==> src/rtl/mem_port_arbiter.sv <==
// Arbiter sharing one memory port between instruction fetch and data access.
// Optional macro MEM_ARB_RR_EN: round-robin on simultaneous requests (default: data has priority).
module mem_port_arbiter #(
    parameter int ADDR_W  = 16,
    parameter int DATA_W  = 32,
    parameter int TIMEOUT = 15
) (
    input  logic              clk,
    input  logic              rst_n,
    input  logic              if_req,
    input  logic [ADDR_W-1:0] if_addr,
    output logic [DATA_W-1:0] if_rdata,
    output logic              if_ack,
    input  logic              d_req,
    input  logic              d_we,
    input  logic [ADDR_W-1:0] d_addr,
    input  logic [DATA_W-1:0] d_wdata,
    output logic [DATA_W-1:0] d_rdata,
    output logic              d_ack,
    output logic              mem_req,
    output logic              mem_we,
    output logic [ADDR_W-1:0] mem_addr,
    output logic [DATA_W-1:0] mem_wdata,
    input  logic [DATA_W-1:0] mem_rdata,
    input  logic              mem_ack,
    output logic              grant,
    output logic              busy,
    output logic              err
);

    localparam int CNT_W = (TIMEOUT < 1) ? 1 : $clog2(TIMEOUT + 1);
    localparam logic [CNT_W-1:0] CNT_MAX = CNT_W'(TIMEOUT);

    typedef enum logic [1:0] {
        IDLE,
        BUSY,
        RESP
    } state_t;

    state_t           state;
    logic [CNT_W-1:0] cnt;
    logic             pick_d;

    // Winner selection; grant doubles as the last-owner pointer.
`ifdef MEM_ARB_RR_EN
    assign pick_d = d_req & (~if_req | ~grant);
`else
    assign pick_d = d_req;
`endif

    // Request/response sequencing with watchdog and registered outputs.
    always_ff @(posedge clk or negedge rst_n) begin
        if (!rst_n) begin
            state     <= IDLE;
            cnt       <= '0;
            if_rdata  <= '0;
            if_ack    <= 1'b0;
            d_rdata   <= '0;
            d_ack     <= 1'b0;
            mem_req   <= 1'b0;
            mem_we    <= 1'b0;
            mem_addr  <= '0;
            mem_wdata <= '0;
            grant     <= 1'b0;
            busy      <= 1'b0;
            err       <= 1'b0;
        end else begin
            if_ack <= 1'b0;
            d_ack  <= 1'b0;
            unique case (state)
                IDLE: begin
                    if (if_req || d_req) begin
                        grant     <= pick_d;
                        mem_we    <= pick_d & d_we;
                        mem_addr  <= pick_d ? d_addr : if_addr;
                        mem_wdata <= pick_d ? d_wdata : '0;
                        mem_req   <= 1'b1;
                        busy      <= 1'b1;
                        cnt       <= '0;
                        state     <= BUSY;
                    end
                end
                BUSY: begin
                    if (mem_ack) begin
                        mem_req <= 1'b0;
                        err     <= 1'b0;
                        if (grant) begin
                            d_ack <= 1'b1;
                            if (!mem_we) d_rdata <= mem_rdata;
                        end else begin
                            if_ack   <= 1'b1;
                            if_rdata <= mem_rdata;
                        end
                        state <= RESP;
                    end else if (cnt == CNT_MAX) begin
                        mem_req <= 1'b0;
                        err     <= 1'b1;
                        if (grant) begin
                            d_ack <= 1'b1;
                            if (!mem_we) d_rdata <= '0;
                        end else begin
                            if_ack   <= 1'b1;
                            if_rdata <= '0;
                        end
                        state <= RESP;
                    end else begin
                        cnt <= cnt + CNT_W'(1);
                    end
                end
                RESP: begin
                    err   <= 1'b0;
                    busy  <= 1'b0;
                    cnt   <= '0;
                    state <= IDLE;
                end
                default: begin
                    state <= IDLE;
                end
            endcase
        end
    end

endmodule

==> config.mk <==
export PLATFORM = sky130hd
export DESIGN_NAME = mem_port_arbiter
export DESIGN_NICKNAME = d
export VERILOG_FILES = /design/src/rtl/mem_port_arbiter.sv
export SDC_FILE = /design/constraint.sdc
export NUM_CORES = 1
export LEC_CHECK = 0
export BUFFER_PORTS_ARGS = -buffer_cell sky130_fd_sc_hd__buf_4
export CORE_ASPECT_RATIO = 1.2
export CORE_MARGIN = 4
export CORE_UTILIZATION = 43
export CTS_CLUSTER_DIAMETER = 120
export DETAILED_ROUTE_END_ITERATION = 8
export GPL_TIMING_DRIVEN = 1
export PLACE_DENSITY_LB_ADDON = 0.05
export SKIP_CTS_REPAIR_TIMING = 1
export SLEW_MARGIN = 15
export SYNTH_ARGS = -nofsm -noshare
export SYNTH_HDL_FRONTEND = slang
export SYNTH_SLANG_ARGS = --single-unit
==> constraint.sdc <==
create_clock -name clk -period 1.95 [get_ports clk]
set_clock_uncertainty 0.2 [all_clocks]
set_input_delay 0.2925 -clock clk [delete_from_list [all_inputs] [get_ports clk]]
set_output_delay 0.2925 -clock clk [all_outputs]
set_load 0.005 [all_outputs]
==> results of run 1 <==
==> registers in the layout, indices dropped and copies added (netlist names), 2 cells and up <==
register	cells
d_rdata	32
if_rdata	32
mem_wdata	32
mem_addr	16
cnt	4
state	2
==> path summary, 6_finish.rpt <==
kind	end	slack [ns]	cells past startpoint
min	busy	0.01	3
max reg2reg	if_rdata[22]	0.11	5
min reg2reg	if_rdata[14]	0.31	1
max	if_rdata[22]	0.11	5
max in group asynchronous	if_rdata[26]	0.80	3
min in group asynchronous	d_rdata[26]	0.15	2
==> routing by layer <==
layer	GRT usage (%)	part of all wire, %	vias to the layer above
met3	7.215	8.4	18
met1	24.10	39	2021
li1	-	-	1938
met4	7.449	1.5	0
met2	31.95	51	175
met5	0	0	-
==> metrics by stage <==
step	setup slack, ns	cell area, sq um
6_report	0.1113	8237
5_1_grt	0.01303	8237
4_1_cts	0.08387	7574
3_5_place_dp	0.09998	6929
3_3_place_gp	0.1540	6929
2_1_floorplan	0.1269	5017
==> synth_stat cells (2+ instances only) <==
| cell type | number |
|---|---|
| nor2_1 | 3 |
| buf_2 | 7 |
| mux2_2 | 32 |
| a31o_2 | 2 |
| a22o_1 | 65 |
| buf_6 | 3 |
| inv_1 | 38 |
| a21oi_1 | 3 |
| mux2i_1 | 33 |
| nand3_1 | 2 |
| nand2_1 | 35 |
| o22ai_1 | 3 |
| buf_4 | 3 |
| o21ai_0 | 2 |
| clkbuf_1 | 12 |
| dfrtp_1 | 125 |
==> report_power, final <==
part	leakage, uW	switching [uW]	internal (uW)
sequential	0.00156	781	3810
clock	0.000304	1110	2270
combinational	0.00242	1740	2790
==> area by class of cell <==
cell class / count / area share (%)
tap: 154 / 2.339
timing repair buffer: 298 / 30.38
clock buffer: 22 / 5.879
inverter: 38 / 1.732
clock inverter: 10 / 1.944
sequential: 125 / 37.98
multi-input combinational: 197 / 19.75
==> critical path, delay by kind of cell (launching register included) <==
kind | cells | cell delay [ns]
flops | 1 | 0.39
simple gates | 1 | 0.37
compound gates | 2 | 0.34
fa+ha+maj | 1 | 0.23
buf+inv | 1 | 0.19
==> kinds of logic after synthesis <==
| group | after synthesis |
|---|---|
| xor+xnor | 1 |
| buf+inv | 63 |
| fa+ha+maj | 1 |
| simple gates | 50 |
| flops | 125 |
| mux | 65 |
| compound gates | 80 |
==> metrics, run 1 <==
H-tree levels 4; Die ar. between 0.01 and 0.015 sq mm; vias per cell 4.919; post-synthesis adder-cell area fraction 0.2494%; DIE WIDTH around 110 microns; Max VDD drop 778.8 uV; crit path max fanout 33; CTS tree built; RSZ-0062 raised after global routing no; FF+latch area 0.003128 sq mm; worst slew pin tran 0.3614 ns; final slew viol count 0; CP max stage delay a little under 0.4 ns; Simple-Gate Fraction of Synth Area 4.539%; top post-synthesis cells by area dfrtp_1 62%, a22o_1 11%, mux2_2 7.2%; pwr/cell area around 1500 mW/mm^2; FFs w/ async S/R, synth 100.0%; root buf cell clkbuf_16; Avg Cell Area, Syn 13.03 sq um; Arrival @ worst endpoint just under 2 ns; Max-Cap Viols 0; DRT antenna net count 0; Overall Global Routing Usage between 15 and 20%; core area between 0.01 and 0.015 sq mm; Layout Cells excl Fill ~840; Hold Crit Start if_req; status finished, final reports clean; share of layout cells above drive strength 1 43.62%; Syn Nets 488; Worst slew margin between 70% and 80%; vias 4152; DRC violation count after routing 0; share of the synthesized area in the top cell type 62.34%; Setup TNS 0 ns; synthesized netlist cell count 385; global-route wire length before repair approximately 21000 microns; Fmax 543.9 MHz; commonest non-fill, non-tap cell in the layout buf_4; min-delay worst type in -> reg; filler instances 786; slowest stage cell, crit path dfrtp_1; Ys Warns 0; Layout area overhead 64.16%; Critical R2R Launch cnt[0]; ANT cells 0; Startpoint Class register; crit path kind reg -> reg; first-pass detailed-route iteration total 5; Final Hold Viols 0; footprint of the multi-input gates 0.001627 sq mm; Clk Latency, worst-skew pair 0.40 ns; Std-Cell Rows 42; clk sink count 125; CTS Buffer Depth 2; CP required 2.04 ns; top_reg_cell synth dfrtp_1; clk slew on worst S/H paths 0.05 ns; dpl hpwl 9304 microns; number of synthesized register bits 125; minimum clock period 1.839 ns; vias in the first global route 4055; GRT Residual Overflow 0; Pwr Total 12510 uW; Leak Pwr roughly 0.0043 uW; Yosys cell types 33; initial detailed-routing violation count 186; critical-path cell list ha_2 > a31oi_1 > or3_1 > buf_12 > a22o_1; Initial Util 44.62%; nets@finish between 700 and 800; CP endpoint kind register; Hold Slack about 0.012 ns; area leader, netlist dfrtp_1; Cell Area, Synth 0.005017 sq mm; proportion of synthesized area in mux cells 13.77%; DRT Wirelength 14200 microns; count of flip-flops with a built-in enable after synthesis 0; routability cong. 0.7797; Critical Path Start cnt[0]; die height about 130 microns; main combinational cell family by area after synthesis multiplexers; Final Core Density between 70 and 80%; XOR/XNOR Fraction of Synth Area 0.1746%; Seq/Total Area, Yosys 62.34%; largest net degree at the start of global routing 55; per-cell routed wire length between 15 and 20 microns; most frequent cells in the layout 224 x buf_4, 125 x dfrtp_1, 66 x dlygate4sd3_1; port bufs 220; Top-Level Pins between 200 and 250; CTS buffer count 17; endpoints failing setup 0; post-synthesis compound-gate area fraction 13.37%; Cells after DPL 746; final period utilization 94.29%; initial antenna violation count 0
Note: power is estimated with default switching activity, not from simulation.
==> run 2: changes to the inputs <==
--- a/config.mk
+++ b/config.mk
@@ -5,10 +5,11 @@
 export SDC_FILE = /design/constraint.sdc
 export NUM_CORES = 1
 export LEC_CHECK = 0
+export ABC_AREA = 1
 export BUFFER_PORTS_ARGS = -buffer_cell sky130_fd_sc_hd__buf_4
 export CORE_ASPECT_RATIO = 1.2
 export CORE_MARGIN = 4
-export CORE_UTILIZATION = 43
+export CORE_UTILIZATION = 44
 export CTS_CLUSTER_DIAMETER = 120
 export DETAILED_ROUTE_END_ITERATION = 8
 export GPL_TIMING_DRIVEN = 1
==> metrics, run 2 <==
status finished with violations; violations in the final reports negative hold slack; GR peak layer met2; initial antenna violation count 0 (unchanged); Setup TNS 0 ns (unchanged); share of the synthesized area in the top cell type 58.26% (-4.1 points); top post-synthesis cells by area dfrtp_1 58%, nand2_1 19%, nand4_1 3.8%; Yosys cell types 21 (-36%); most frequent cells in the layout 267 x nand2_1, 233 x buf_4, 124 x dfrtp_1; Cell Area, Placed 0.007233 sq mm (+4.4%); Top-Level Pins 221 (unchanged); Reg2Reg Depth 7 (+2); share of layout cells above drive strength 1 30.34% (-13 points); worst slew pin tran 0.4785 ns (+0.1171 ns); Max-Cap Viols 0 (unchanged); Max VDD drop 693.0 uV (-11%); Worst slew margin 68.10% (-7.7 points); RR Endpoint if_rdata[24]; H-tree levels 4 (unchanged); met1 Resource Use GR 26.76% (+2.7 points); Layout area overhead 54.02%; sw frac 34.24% (+5.2 points); RSZ-0062 raised after global routing no; global-route wire length before repair 24370 microns (+17%); Final Hold Viols 5 (+5); final slew viol count 0 (unchanged); Pwr Total 11580 uW (-7.4%); ANT cells 0 (unchanged); final period utilization 92.36% (-1.9 points); Comb pwr share 36.8% (+0.5 points); cell area after layout 0.008269 sq mm (+0.39%); Ys Warns 0 (unchanged); Seq/Total Area, Yosys 58.26% (-4.1 points); commonest non-fill, non-tap cell in the layout nand2_1; vias in the first global route 5077 (+25%); most numerous cell in the Yosys netlist nand2_1; vias 5315 (+28%); minimum clock period 1.801 ns (-0.03758 ns); endpoints failing setup 0 (unchanged); number of synthesized register bits 125 (unchanged); DRT Wirelength 15830 microns (+12%); met3 Resource Use GR 6.121% (-1.1 points); Hold Slack -0.02470 ns (-0.03701 ns); Initial Util 45.78% (+1.2 points); CTS buffer count 17 (unchanged); crit path max fanout 22 (-33%); clk sink count 125 (unchanged); Avg Cell Area, Syn 8.376 sq um (-36%); part of the power in registers 36.6% (about the same); pwr/cell area 1401 mW/mm^2 (-7.7%); CTS Buffer Depth 2 (unchanged); root buf cell clkbuf_16; Fmax 555.2 MHz (+2.1%); Clk Latency, worst-skew pair 0.40 ns (about the same); DIE WIDTH 108.8 microns (+2.1%); count of flip-flops with a built-in enable after synthesis 0 (unchanged); dpl hpwl 10530 microns (+13%); synthesized netlist cell count 641 (+66%); Final Core Density 70.50% (-2.7 points); largest net degree at the start of global routing 90 (+64%); Die ar. 0.01404 sq mm (+4.3%); Net Switching 3966 uW (+9.3%); Overall Global Routing Usage 22.06% (+2.4 points); initial detailed-routing violation count 213 (+15%); DRT antenna net count 0 (unchanged); area leader, netlist dfrtp_1; Leak Pwr 0.004648 uW (+8.5%); WHS Path Cells 3 (unchanged); R2R Setup Slk 0.15 ns (+0.04 ns); top_reg_cell synth dfrtp_1; Worst Hold End mem_addr[4]; routability cong. 0.8037 (+3.1%); nets@finish 1003 (+29%); Syn Nets 744 (+52%); vias per cell 4.967 (+0.97%); Clock Power Share 26.6% (-0.4 points); min-delay worst type in -> reg; Int Pwr 7617 uW (-14%); port bufs 220 (unchanged); core area 0.01173 sq mm (+4.3%); CTS tree built; GRT Residual Overflow 0 (unchanged); Cell Area, Synth 0.005369 sq mm (+7.0%); M2 GR Usage 36.78% (+4.8 points); die height 129.0 microns (+2.1%); per-cell routed wire length 14.80 microns (-12%); FFs w/ async S/R, synth 100.0% (unchanged); Post-synth top cells 268 x nand2_1, 125 x dfrtp_1, 39 x inv_1; Startpoint Class register; first-pass detailed-route iteration total 5 (unchanged); CP required 2.03 ns (about the same); CP endpoint kind register; Std-Cell Rows 43 (+2.4%); Critical Path Start cnt[0]; Hold Crit Start if_addr[4]; DRC violation count after routing 0 (unchanged); Critical R2R Launch cnt[0]; Arrival @ worst endpoint 1.89 ns (-0.04 ns); crit path kind reg -> reg; largest registers d_rdata: 32 flops, if_rdata: 32 flops, mem_wdata: 32 flops; clk slew on worst S/H paths 0.06 ns (about the same)
## run 2: logic make-up (layout without fill, tap and decap cells)
group / after synthesis / after routing / synth area share [%]
AOI/OAI and AO/OA: 53 / 53 / 5.803
xor gates and xnor gates: 2 / 2 / 0.3263
adders and majority gates: 1 / 1 / 0.2330
buffers and inverters: 83 / 355 / 6.409
DFF: 125 / 125 / 58.26
and+or+nand+nor: 377 / 377 / 28.97
## run 2: final cells by class
type | instances | area, sq um
Fill cell | 912 | 3460
Sequential cell | 125 | 3129
Timing Repair Buffer | 283 | 2300
Multi-Input combinational cell | 433 | 1911
Clock buffer | 18 | 439.2
Tap cell | 157 | 196.4
Inverter | 40 | 150.1
Clock inverter | 14 | 143.9
## run 2: power groups by stage
stage                     combinational (uW)  sequential [uW]  clock [uW]
after floorplan                         1770             4250           0
after global placement                  4130             4240           0
after detailed placement                4230             4260           0
after CTS                               4230             4240        3150
after global routing                    4760             4370        3270
final                                   4260             4240        3080
## run 2: worst max-delay path: stages, from the launching register on
cell and delay [ns]:
dfrtp_1 0.39, ha_1 0.21, nand3_1 0.15, nand2_2 0.13
nand2_2 0.09, buf_4 0.22, o21ai_0 0.20, nand2_1 0.09
## run 2: per-stage QoR
step                      setup WS, ns  cells
final                           0.1489   1070
after global routing           0.02785   1070
after CTS                      0.09936   1025
after detailed placement        0.1002    993
after global placement          0.2589    993
after floorplan                 0.3359    641
## run 2: worst max-delay path by stage
stage	end	slack, ns	depth (start not counted)
final	if_rdata[24]	0.15	7
after detailed placement	if_rdata[24]	0.10	7
after global routing	if_rdata[24]	0.03	7
after floorplan	if_rdata[10]	0.34	7
after CTS	if_rdata[24]	0.1	7
after global placement	if_rdata[31]	0.26	8
## run 2: per-layer routing
| metal | vias to the layer above | routed length, microns |
|---|---|---|
| met2 | 226 | 7989 |
| met1 | 2488 | 6192 |
| met4 | 0 | 416 |
| li1 | 2564 | - |
| met5 | - | 0 |
| met3 | 37 | 1234 |
